--- src/rtl/switch_pkg.sv ---
// Shared packet-layout constants and scheduler state type for the switch egress path.
package switch_pkg;

  localparam int DA_IDX    = 0;
  localparam int SA_IDX    = 1;
  localparam int LEN_IDX   = 2;
  localparam int HDR_BYTES = 3;

  typedef enum logic {
    IDLE,
    XFER
  } sched_state_t;

endpackage

--- src/rtl/rr_arbiter.sv ---
// Combinational round-robin arbiter: first requester at or after ptr, wrapping to 0.
module rr_arbiter #(
  parameter int NUM_PORTS = 4,
  parameter int PTR_W     = (NUM_PORTS > 1) ? $clog2(NUM_PORTS) : 1
) (
  input  logic [NUM_PORTS-1:0] req,
  input  logic [PTR_W-1:0]     ptr,
  output logic [NUM_PORTS-1:0] gnt,
  output logic [PTR_W-1:0]     gnt_idx
);

  logic [PTR_W-1:0] idx;
  logic             found;

  always_comb begin
    gnt     = '0;
    gnt_idx = '0;
    idx     = '0;
    found   = 1'b0;
    for (int unsigned i = 0; i < NUM_PORTS; i++) begin
      idx = PTR_W'((32'(ptr) + i) % NUM_PORTS);
      if (!found && req[idx]) begin
        gnt[idx] = 1'b1;
        gnt_idx  = idx;
        found    = 1'b1;
      end
    end
  end

endmodule

--- src/rtl/out_port_sched.sv ---
// Packet-level round-robin scheduler: grants one fifo_mem queue per packet and streams it to egress.
module out_port_sched
  import switch_pkg::*;
#(
  parameter int NUM_PORTS = 4,
  parameter int W_WIDTH   = 8
) (
  input  logic                           clk,
  input  logic                           rst_n,
  input  logic                           sched_en,
  input  logic [NUM_PORTS-1:0]           fifo_empty,
  input  logic [NUM_PORTS*W_WIDTH-1:0]   fifo_q,
  output logic [NUM_PORTS-1:0]           fifo_rd_en,
  input  logic                           out_ready,
  output logic                           out_valid,
  output logic [W_WIDTH-1:0]             out_data,
  output logic                           out_sop,
  output logic                           out_eop,
  output logic [NUM_PORTS-1:0]           grant,
  output logic                           busy
);

  localparam int PTR_W = (NUM_PORTS > 1) ? $clog2(NUM_PORTS) : 1;
  localparam int CW    = W_WIDTH + 2;

  sched_state_t         state, state_nxt;
  logic [PTR_W-1:0]     gnt_idx, gnt_idx_nxt;
  logic [PTR_W-1:0]     rr_ptr, rr_ptr_nxt;
  logic [NUM_PORTS-1:0] grant_nxt;
  logic [CW-1:0]        byte_cnt, byte_cnt_nxt;
  logic [W_WIDTH-1:0]   len_reg, len_reg_nxt;

  logic [NUM_PORTS-1:0] arb_gnt;
  logic [PTR_W-1:0]     arb_idx;
  logic [W_WIDTH-1:0]   cur_q;
  logic                 cur_empty;
  logic [W_WIDTH-1:0]   len_eff;
  logic                 handshake;

  rr_arbiter #(
    .NUM_PORTS (NUM_PORTS),
    .PTR_W     (PTR_W)
  ) u_arb (
    .req     (~fifo_empty),
    .ptr     (rr_ptr),
    .gnt     (arb_gnt),
    .gnt_idx (arb_idx)
  );

  assign cur_q     = fifo_q[gnt_idx*W_WIDTH +: W_WIDTH];
  assign cur_empty = fifo_empty[gnt_idx];
  // LEN is live on the bus during its own beat, so a LEN=0 packet can end on that byte.
  assign len_eff   = (byte_cnt == CW'(LEN_IDX)) ? cur_q : len_reg;

  always_comb begin
    out_valid    = 1'b0;
    out_data     = '0;
    out_sop      = 1'b0;
    out_eop      = 1'b0;
    fifo_rd_en   = '0;
    busy         = 1'b0;
    handshake    = 1'b0;
    state_nxt    = state;
    grant_nxt    = grant;
    gnt_idx_nxt  = gnt_idx;
    rr_ptr_nxt   = rr_ptr;
    byte_cnt_nxt = byte_cnt;
    len_reg_nxt  = len_reg;

    unique case (state)
      IDLE: begin
        if (sched_en && |(~fifo_empty)) begin
          grant_nxt    = arb_gnt;
          gnt_idx_nxt  = arb_idx;
          byte_cnt_nxt = '0;
          state_nxt    = XFER;
        end
      end
      XFER: begin
        busy       = 1'b1;
        out_valid  = !cur_empty;
        out_data   = cur_q;
        handshake  = out_valid && out_ready;
        fifo_rd_en = handshake ? grant : '0;
        out_sop    = out_valid && (byte_cnt == CW'(DA_IDX));
        out_eop    = out_valid && (byte_cnt >= CW'(LEN_IDX)) &&
                     (byte_cnt == CW'(LEN_IDX) + CW'(len_eff));
        if (handshake) begin
          byte_cnt_nxt = byte_cnt + CW'(1);
          if (byte_cnt == CW'(LEN_IDX))
            len_reg_nxt = cur_q;
          if (out_eop) begin
            state_nxt  = IDLE;
            grant_nxt  = '0;
            rr_ptr_nxt = (gnt_idx == PTR_W'(NUM_PORTS - 1)) ? '0 : gnt_idx + PTR_W'(1);
          end
        end
      end
      default: state_nxt = IDLE;
    endcase
  end

  always_ff @(posedge clk or negedge rst_n) begin
    if (!rst_n) begin
      state    <= IDLE;
      grant    <= '0;
      gnt_idx  <= '0;
      rr_ptr   <= '0;
      byte_cnt <= '0;
      len_reg  <= '0;
    end else begin
      state    <= state_nxt;
      grant    <= grant_nxt;
      gnt_idx  <= gnt_idx_nxt;
      rr_ptr   <= rr_ptr_nxt;
      byte_cnt <= byte_cnt_nxt;
      len_reg  <= len_reg_nxt;
    end
  end

endmodule

--- config.mk ---
export PLATFORM = sky130hd
export DESIGN_NAME = out_port_sched
export DESIGN_NICKNAME = d
export VERILOG_FILES = /design/src/rtl/switch_pkg.sv /design/src/rtl/rr_arbiter.sv /design/src/rtl/out_port_sched.sv
export SDC_FILE = /design/constraint.sdc
export NUM_CORES = 1
export LEC_CHECK = 0
export CORE_ASPECT_RATIO = 0.7
export CORE_MARGIN = 10
export CORE_UTILIZATION = 54
export CTS_CLUSTER_SIZE = 20
export DETAILED_ROUTE_END_ITERATION = 12
export PLACE_DENSITY = 0.88
export SYNTH_ARGS = -nofsm -noshare
export SYNTH_HDL_FRONTEND = slang
export SYNTH_SLANG_ARGS = --single-unit
--- constraint.sdc ---
create_clock -name clk -period 5.96 [get_ports clk]
set_input_delay 0.596 -clock clk [delete_from_list [all_inputs] [get_ports clk]]
set_output_delay 0.596 -clock clk [all_outputs]
set_load 0.005 [all_outputs]
Word-level counts from Yosys, hierarchy flattened:

Cells that the tools add are included.

* logic and storage cells: 106
* bits of input ports: 40
* output and inout bits: 20
* RAM bits: 0
* memory bits (read-only): 0
* memories: 0
* register bits: 27
* latch bits: 0

* add/sub/neg operators: 6
* bitwise logic cells: 5
* shift-type cells: 1
* equal/unequal tests: 6
* multiplexer cells: 49
* multiply operators: 0
* reduce and logical (&&, ||, !) cells: 23
* div/mod/pow operators: 0
* magnitude comparators: 10

Operators by type and width (number)
* $mux W4: 9
* $shiftx A32 B6 Y8: 1
* $mux W10: 2
* $pmux W10 S2: 1
* $mux W1: 19
* $mux W8: 2
* $lt A2 B3 Y1 const B: 5
* $logic_and A1 B1 Y1: 12
* $or A4 B4 Y4: 3
* $add A10 B1 Y10 const B: 1
* $bmux W1 S2: 5
* $eq A10 B2 Y1 const B: 1
* $eq A10 B9 Y1: 1
* $ge A10 B2 Y1 const B: 1
* $logic_not A10 Y1: 1
* $mux W2: 5
* $add A2 B8 Y9 const A: 1
* $demux W1 S2: 4
* $ge A2 B1 Y1 const B: 4
* $pmux W4 S2: 1
* $reduce_and A2 Y1: 3
* $reduce_and A3 Y1: 2
* $add A2 B1 Y2 const B: 2
* $add A2 B2 Y2 const B: 2
* 8 further kinds: 12

Depth between registers and ports, before layout:

* depth after elaboration: 15
* gate-level depth with buffers: 14
* mapped depth without buffers: 13

By module:

From an unflattened synthesis, not the netlist that was laid out.

* cell total of the unflattened synthesis: 257
* area total of the unflattened synthesis: 2512.4 um^2

By module, submodules not included
* out_port_sched: cells an instance 211, area each 2093.3 um^2, times used 1, sequential area each 675.6 um^2
* rr_arbiter: cells an instance 46, area each 419.2 um^2, times used 1, sequential area each 0.0 um^2

Least setup slack after synthesis:

No wires, ideal clock.

* path type: register to output
* from: register byte_cnt[6]
* to: output out_eop
* path buffers: 2
* data required time: 5.364 ns
* cell stages (with the launch flop): 13
* data arrival time: 3.132 ns
* setup slack: 2.232 ns
* cell sequence: dfrtp_1 > buf_6 > or4_4 > buf_6 > o31ai_1 > nand2_1 > ha_1 > xor2_1 > nor3_1 > o41ai_1 > or4_4 > nor4_4 > and3_1

* longest elaborated chain between the ends: 6
* elaborated cells on any way between the ends: 8
* classes of those cells: add/sub: 1; order compare: 1; eq/ne: 2; mux: 2; reduce/logical: 2

Ends and longest elaborated chain
* from (decl): RTL line out_port_sched.sv:30 `logic [CW-1:0] byte_cnt, byte_cnt_nxt;`
* from (signal assigned): RTL line out_port_sched.sv:116 `byte_cnt <= byte_cnt_nxt;`
* $eq A10 B2 Y1: RTL line out_port_sched.sv:53 `assign len_eff = (byte_cnt == CW'(LEN_IDX)) ? cur_q : len_reg;`
* $mux W8
* net len_eff[1]: RTL line out_port_sched.sv:37 `logic [W_WIDTH-1:0] len_eff;`
* $add A2 B8 Y9: RTL line out_port_sched.sv:87 `(byte_cnt == CW'(LEN_IDX) + CW'(len_eff));`
* $eq A10 B9 Y1: RTL line out_port_sched.sv:87
* $logic_and A1 B1 Y1: RTL line out_port_sched.sv:86 `out_eop = out_valid && (byte_cnt >= CW'(LEN_IDX)) &&`
* $mux W1: RTL line out_port_sched.sv:70 `unique case (state)`
* to (decl): RTL line out_port_sched.sv:18 `output logic out_eop,`

The timed path passes the listed nets, and every way through them passes these cells.

Worst setup path after layout:

* from: register byte_cnt[0]
* to: output out_eop

Same word-level chain as after synthesis.

==> flow_summary.ini <==
[sta]
rsz0062_at_grt = no
finClkSkew_ns = 0.00168
tightest_slew_ns = 0.847
setup_tns_ns = 0
slew_viol_final = 0
min_period_ns = 4.88
setup_viol = 0
maxSlewHeadroom_pct = 43.0
fmax_ghz = 0.205
layout_setup_ws_ns = 1.08
hold_viol = 0
period_share_pct = 82.0

[grt]
grt_busiest_layer = met2
grt.met2_usage_pct = 27.6
use_met1_pct = 25.3
grt_pass1_wl_um = 11400
antenna_found_initial = 0
grt_pass1_vias = 2155
grt_start_max_net_pins = 28
gr-usage-all-layers_pct = 17.9
grtUsageMet3_pct = 3.62
grt_overflow = 0

[cts]
cts_setup_buffers = 0
cts-resized-gates = 0
numCtsBuffers = 3
clock_latency_ns = 0.28
cts_hold_buf = 0
h-tree-depth = 1
clockBufferDepth = 2
clock_sinks = 27
cts-root-buf = clkbuf_8
cts.reportedPaths.clkPinSlew_ns = 0.09
cts_tree = done

[finish]
antennaDiodeCount = 0
largest_register_ffs = 10
fin_nets = 364
final_layout_size_suffix_gt1_share_pct = 11.0
area_delta_synth_final_pct = 25.7

[synthesis]
synthTopCellsByArea = dfrtp_1 28%, mux4_2 9.2%, ha_1 6.6%, nor2_1 4.1%, xnor2_1 3.6%
syn_area_sq_um = 2450
ys.flop_type = dfrtp_1
synth_top_area_share_pct = 27.6
yosys_warnings = 0
avgSynthCellArea_sq_um = 9.32
yosysSeqAreaShare_pct = 27.6
ys_ff_latch = 27
synth_nets = 316
async_flop_share_pct = 100
synth_edf_count = 0
synth_top_area_cell = dfrtp_1
ys_types = 54
synth_cells = 263
synthTopCellsByCount = 27 x dfrtp_1, 27 x nor2_1, 22 x nand2_1

[floorplan]
fp.dieH_um = 76.4
num_rows = 20
die_w_um = 101
die-area_sq_um = 7670
start_util_pct = 56.3
core_sq_um = 4350
io_pins = 60

[placement]
place_ws_ns = 1.42
routabilityCongestion = 0.939
post-dp-hpwl_um = 5400
placement.io_buffers = 59

[run_status]
status = finished, final reports clean

[power_and_ir_drop]
p_per_area_nw_per_um2 = 375
max-vdd-ir-drop_uv = 220
leakagePower_uw = 0.00123

[critical_path]
r2r_slack_ns = 2.02
end_kind = primary output
critPathLaunchType = flip-flop
criticalPathCategory = reg2out
crit_required_ns = 5.36
cp_max_fo = 9
cp.arrival_ns = 4.29

[routing]
wl_per_cell_um = 19.0
vias = 2293
drt_pass1_iterations = 6
route.detailed.drc = 0
postRouteAntennaNets = 0
drtIter0Drc = 272
viasPerCell = 6.28
wl_um = 6930

[worst_hold_path]
hold_path.class = reg2reg

[flow_run]
drv_cap = 0
[layout make-up]
type                       count  area (sq um)
multi-input combinational    208          1640
fill                         331          1270
sequential                    27           676
timing repair buffer          62           613
tap                           55          68.8
clock buffer                   3          41.3
inverter                       9          33.8
clock inverter                 1          5.00
[cell families after synthesis]
group	Yosys count	synth area share [%]
buf+inv	28	5.36
simple gates	106	24.1
compound gates	51	15.6
mux	20	14.2
flops	27	27.6
fa+ha+maj	13	6.64
xor+xnor	18	6.44
[layer usage]
| metal | up-vias | routed length, um |
|---|---|---|
| li1 | 1076 | - |
| met2 | 121 | 3130 |
| met1 | 1086 | 3150 |
| met3 | 10 | 572 |
| met5 | - | 0 |
| met4 | 0 | 75 |
[metrics by stage]
step           instance area, sq um  utilization, %  std cells  hold slack [ns]  power (uW)
2_1_floorplan                  2450               -        263            0.300         819
3_3_place_gp                   3030            69.7        361            0.467        1010
3_5_place_dp                   3030            69.7        361            0.493        1040
4_1_cts                        3080            70.7        365            0.518        1140
5_1_grt                        3080            70.7        365            0.530        1240
6_report                       3080            70.7        365            0.520        1150
[critical path: stages, from the launching register on]
cell and delay (ns):
dfrtp_1 0.47, inv_1 0.15, ha_1 0.38, inv_1 0.22, o31ai_1 0.41, nand2_1 0.16
ha_1 0.32, xor2_1 0.14, nor3_1 0.14, o41ai_1 0.10, or4_4 0.52, nor4_4 0.24
and3_1 0.23, clkdlybuf4s50_1 0.51
[power by group]
part | leakage, uW | switching [uW] | internal [uW]
Combinational | 0.000864 | 375 | 353
Sequential | 0.000342 | 85.6 | 232
Clock | 0.0000255 | 60.5 | 47.0
Total | 0.00123 | 522 | 632
[worst paths after layout]
path,end,depth (start not counted),startpoint
min reg2reg,len_reg[4]$_DFFE_PN0P_,2,len_reg[4]$_DFFE_PN0P_
max reg2reg,rr_ptr[1]$_DFFE_PN0P_,13,byte_cnt[0]$_DFFE_PN0P_
max,out_eop,13,byte_cnt[0]$_DFFE_PN0P_
min,len_reg[4]$_DFFE_PN0P_,2,len_reg[4]$_DFFE_PN0P_
max in group asynchronous,byte_cnt[6]$_DFFE_PN0P_,2,rst_n
min in group asynchronous,len_reg[2]$_DFFE_PN0P_,2,rst_n
[layout by cell type, fill, tap and decap left out, drive strengths merged, types with 3 or more instances in the layout]
cell,n
a21oi,7
a222oi,5
a31oi,7
and2,11
and3,9
buf,3
clkbuf,3
clkdlybuf4s50,59
dfrtp,27
ha,13
inv,9
mux2,7
mux2i,3
mux4,10
nand2,22
nand3,6
nand4,9
nor2,27
nor3,3
nor4,6
o21ai,11
o31ai,8
or4,3
xnor2,10
xor2,8
(Power assumes the default switching activity.)
